==> config.mk <==
export PLATFORM = sky130hd
export DESIGN_NAME = otp_cipher_core
export DESIGN_NICKNAME = d
export VERILOG_FILES = /design/src/rtl/otp_cipher_core.sv
export SDC_FILE = /design/constraint.sdc
export NUM_CORES = 1
export LEC_CHECK = 0
export ABC_AREA = 1
export CORE_MARGIN = 2
export CORE_UTILIZATION = 30
export CTS_BUF_LIST = sky130_fd_sc_hd__clkbuf_4 sky130_fd_sc_hd__clkbuf_8 sky130_fd_sc_hd__clkbuf_16
export CTS_CLUSTER_DIAMETER = 40
export DETAILED_ROUTE_END_ITERATION = 8
export PLACE_DENSITY_LB_ADDON = 0.2
export SKIP_CTS_REPAIR_TIMING = 1
export SKIP_LAST_GASP = 1
export SLEW_MARGIN = 0
export SYNTH_ARGS = -nofsm -noshare
export SYNTH_HDL_FRONTEND = slang
export SYNTH_SLANG_ARGS = --single-unit
==> constraint.sdc <==
create_clock -name clk -period 2.6 [get_ports clk]
set_input_delay 0.52 -clock clk [delete_from_list [all_inputs] [get_ports clk]]
set_output_delay 0.52 -clock clk [all_outputs]
set_load 0.01 [all_outputs]
==> src/rtl/otp_cipher_core.sv <==
// otp_cipher_core: one-time-pad encrypt/decrypt with an LFSR pad source and a burn-after-use pad store.
module otp_cipher_core #(
    parameter int DATA_W = 8,
    parameter int DEPTH = 8,
    parameter int IDX_W = $clog2(DEPTH),
    parameter int LFSR_W = 16,
    parameter logic [LFSR_W-1:0] LFSR_TAPS = 16'hB400,
    parameter logic [LFSR_W-1:0] LFSR_SEED = 16'hACE1
) (
    input  logic              clk,
    input  logic              rst_n,
    input  logic              ena,
    input  logic              in_valid,
    output logic              in_ready,
    input  logic              in_mode,
    input  logic [DATA_W-1:0] in_data,
    input  logic [IDX_W-1:0]  in_index,
    output logic              out_valid,
    input  logic              out_ready,
    output logic [DATA_W-1:0] out_data,
    output logic [IDX_W-1:0]  out_index,
    output logic              out_err,
    output logic [IDX_W:0]    pad_count
);
    logic [LFSR_W-1:0] lfsr;
    logic [IDX_W-1:0]  wr_ptr;
    logic [DEPTH-1:0]  live;
    logic [DATA_W-1:0] mem [DEPTH];
    logic [DATA_W-1:0] pad;
    logic              fire, enc_ok, dec_ok;
    assign in_ready = ena & (~out_valid | out_ready);
    assign fire = in_valid & in_ready;
    assign pad = lfsr[DATA_W-1:0];
    assign enc_ok = fire & ~in_mode & ~live[wr_ptr];
    assign dec_ok = fire & in_mode & live[in_index];
    always_ff @(posedge clk) begin
        if (!rst_n) begin
            lfsr <= LFSR_SEED;
            wr_ptr <= '0;
            live <= '0;
            pad_count <= '0;
            out_valid <= 1'b0;
            out_data <= '0;
            out_index <= '0;
            out_err <= 1'b0;
        end else begin
            if (fire) begin
                out_valid <= 1'b1;
                out_index <= in_mode ? in_index : wr_ptr;
                out_err <= ~(enc_ok | dec_ok);
                out_data <= enc_ok ? in_data ^ pad : dec_ok ? in_data ^ mem[in_index] : '0;
            end else if (out_ready) begin
                out_valid <= 1'b0;
            end
            if (enc_ok) begin
                live[wr_ptr] <= 1'b1;
                wr_ptr <= wr_ptr + 1'b1;
                lfsr <= (lfsr >> 1) ^ (lfsr[0] ? LFSR_TAPS : '0);
                pad_count <= pad_count + 1'b1;
            end
            if (dec_ok) begin
                live[in_index] <= 1'b0;
                pad_count <= pad_count - 1'b1;
            end
        end
    end
    // Pad storage needs no reset: a slot is only read while its live bit is set.
    always_ff @(posedge clk) begin
        if (rst_n && enc_ok) mem[wr_ptr] <= pad;
    end
endmodule
==> metrics.txt, run 1 <==
status complete, no violations; drt pass-1 iters 4; worst-margin pin slew approximately 0.53 ns; pins over their slew limit 0; Post-Synth Adder-Cell Area 1.186%; post-synthesis instance area between 4000 and 5000 um2; Initial Util around 31%; Worst EP arrival around 1.8 ns; hold crit path type flop to flop; die width roughly 130 um; fill cell count about 1600; routed len/inst roughly 14 um; initial antenna violation count 0; CP Class primary input to output port; Reg clk slew, reported paths around 0.070 ns; Post-synth top cells nand2_1 (71), nor2_1 (69), edfxtp_1 (64); hold path depth 2; FMAX approximately 0.43 GHz; top cells by area, synth edfxtp_1 (40%), dfxtp_1 (18%), o21ai_0 (6.2%); Worst setup SP type primary input; Mapped Cells ~520; die area around 17000 um2; share of layout cells above drive strength 1 approximately an eighth; CP peak stage delay approximately 0.55 ns; GRT Residual Overflow 0; Compound-Gate Fraction of Synth Area about an eighth; CP endpoint kind output port; clock skew about 0.011 ns; Via density between 4 and 5; Tmin final about 2.4 ns; clk root buf clkbuf_16; Psw approximately 870 uW; pin count of the biggest net entering global routing 39; area share of and/or/nand/nor cells after synthesis 18.57%; Async SR Flop Fraction 0%; number of remaining DRC errors 0; crit-path cells clkdlybuf4s50_1 -> inv_1 -> nand2_1 -> inv_1 -> nor2_1 -> clkdlybuf4s50_1; synthesized area per cell 9.349 um2; Yosys warning count 0; most common cell in the netlist nand2_1; Post-synth EDFFs between 60 and 70; flops & latches, synth between 100 and 150; gr usage total 13.71%; share of the synthesized area in the top cell type about two fifths; DIE HEIGHT 131.2 um; Ant. Diodes 0; Final period util roughly nine tenths; top_reg_cell synth edfxtp_1; WL final around 11000 um; multiplexer share of the synthesized area 0%; Routed Antenna Nets 0; headroom to the max-slew limit between 60% and 70%; leakage around 0.0023 uW; R2R depth 9; Vias approximately 3600; sequential fraction of the synthesis area around 58%; RSZ-0062 raised after global routing no; Hold EP lfsr[15]; Sw Share roughly a quarter; Max-Cap Viols 0; global-route wire length before repair 18550 um; top cell type by total area after synthesis edfxtp_1; Clk pwr share 39.2%; Slowest-stage cell, CP clkdlybuf4s50_1; Worst EP required approximately 2.1 ns; total power approximately 3600 uW; hold_ws about 0.46 ns; main combinational cell family by area after synthesis simple AND/OR/NAND/NOR gates; syn nets 540; Final HPWL DP about 7800 um; area grow syn2layout 21.07%; DRT iter0 DRCs approximately 310; area occupied by multi-input gates approximately 1700 um2; internal power ~2800 uW; Worst R2R Setup Slack slightly above 0.5 ns; xor/xnor share of the synthesized area under 10%; CP Max Fanout 3; Gate power share under 10%; Final Setup Violations 0; row count 46; CTS Buffer Depth 2; I/O pin cnt 35; CTS H-tree lvls 3; Worst R2R Start wr_ptr[0]; CORE AREA 15830 um2; register share of total power about 52%; register area ~2800 um2; power per cell area 619.9 nW/um2; placer congestion estimate between 0.8 and 0.9; clock latency at the later pin of the worst-skew pair around 0.35 ns; worst r2r dst mem[0][6]; clock sink total 108; Hold Vio Cnt, Final 0; Hold Path Origin lfsr[15]; PortBufs 34; vias in the first global route around 3400; Max IR drop VDD approximately 350 uV; NumNets Final between 500 and 600; CTS tree yes; Synth cell types 31; CTS Buf Count 9
==> sequential cells by signal, indices dropped and copies added, names as in the netlist <==
signal     flops
lfsr          16
out_err        1
out_index      3
wr_ptr         3
out_data       8
out_valid      1
mem           64
pad_count      4
live           8
==> through the flow <==
stage | TNS, ns | area (um2) | setup WS (ns) | utilization [%] | cells
3_5_place_dp | -0.08498 | 5553 | -0.08498 | 35.08 | 778
2_1_floorplan | 0 | 4852 | 0.3038 | - | 519
3_3_place_gp | 0 | 5553 | 0.006220 | 35.08 | 778
4_1_cts | 0 | 5874 | 0.2499 | 37.11 | 794
6_report | 0 | 5874 | 0.2477 | 37.11 | 794
5_1_grt | 0 | 5874 | 0.07681 | 37.11 | 794
==> worst max-delay path by stage <==
stage | from | end | slack, ns | cells past startpoint
floorplan | out_ready | mem[7][0] | 0.30 | 9
global placement | in_index[1] | pad_count[3] | 0.006 | 12
detailed placement | in_index[1] | pad_count[3] | -0.08 | 12
CTS | out_ready | in_ready | 0.25 | 6
global route | in_index[2] | pad_count[3] | 0.08 | 13
finish | out_ready | in_ready | 0.25 | 6
==> metal layers <==
layer	global-route usage (%)	vias to the layer above	share of wire [%]	wire, um
li1	-	1860	-	-
met3	2.199	13	2.8	320
met1	18.97	1640	49	5560
met2	21.81	52	47	5338
met4	4.891	0	1.6	185
met5	0	-	0	0
==> cells in the final DEF (no fill, tap or decap), types with 14 or more instances in the layout <==
cell,n
o21ai_0,60
buf_4,31
clkdlybuf4s50_1,34
inv_1,50
edfxtp_1,64
nand2_1,71
o211ai_1,17
o21ai_1,14
nand3_1,25
dfxtp_1,44
a21oi_1,20
nor2_1,69
==> cells by family after synthesis <==
family | after synthesis
AOI/OAI and AO/OA | 116
xor gates and xnor gates | 12
adders and majority gates | 4
buffers and inverters | 78
DFF | 108
and+or+nand+nor | 201
==> power by group through the flow <==
stage / registers (uW) / clock network (uW) / logic (uW)
6_report: 1890 / 1430 / 329
5_1_grt: 1890 / 1550 / 369
4_1_cts: 1890 / 1470 / 335
3_5_place_dp: 1930 / 0 / 333
3_3_place_gp: 1920 / 0 / 329
2_1_floorplan: 1920 / 0 / 195
==> final cells by class <==
class,count,share of cell area [%]
clock buffers,12,4.814
clock inverters,4,0.6603
inverters,56,3.578
multi-input cells,333,28.88
flip-flops and latches,108,47.71
well taps,216,4.601
repair buffers,65,9.755
==> critical path, delay by kind of cell <==
kind | cells | cell delay (ns)
buffers and inverters | 4 | 1.09
and+or+nand+nor | 2 | 0.21
Power figures use the tool's default switching activity.
==> run 2: changes to the inputs <==
- ABC_CLOCK_PERIOD_IN_PS: not set -> 2600
==> results of run 2 <==
Final layout, timing and power as in run 1 (identical DEF).
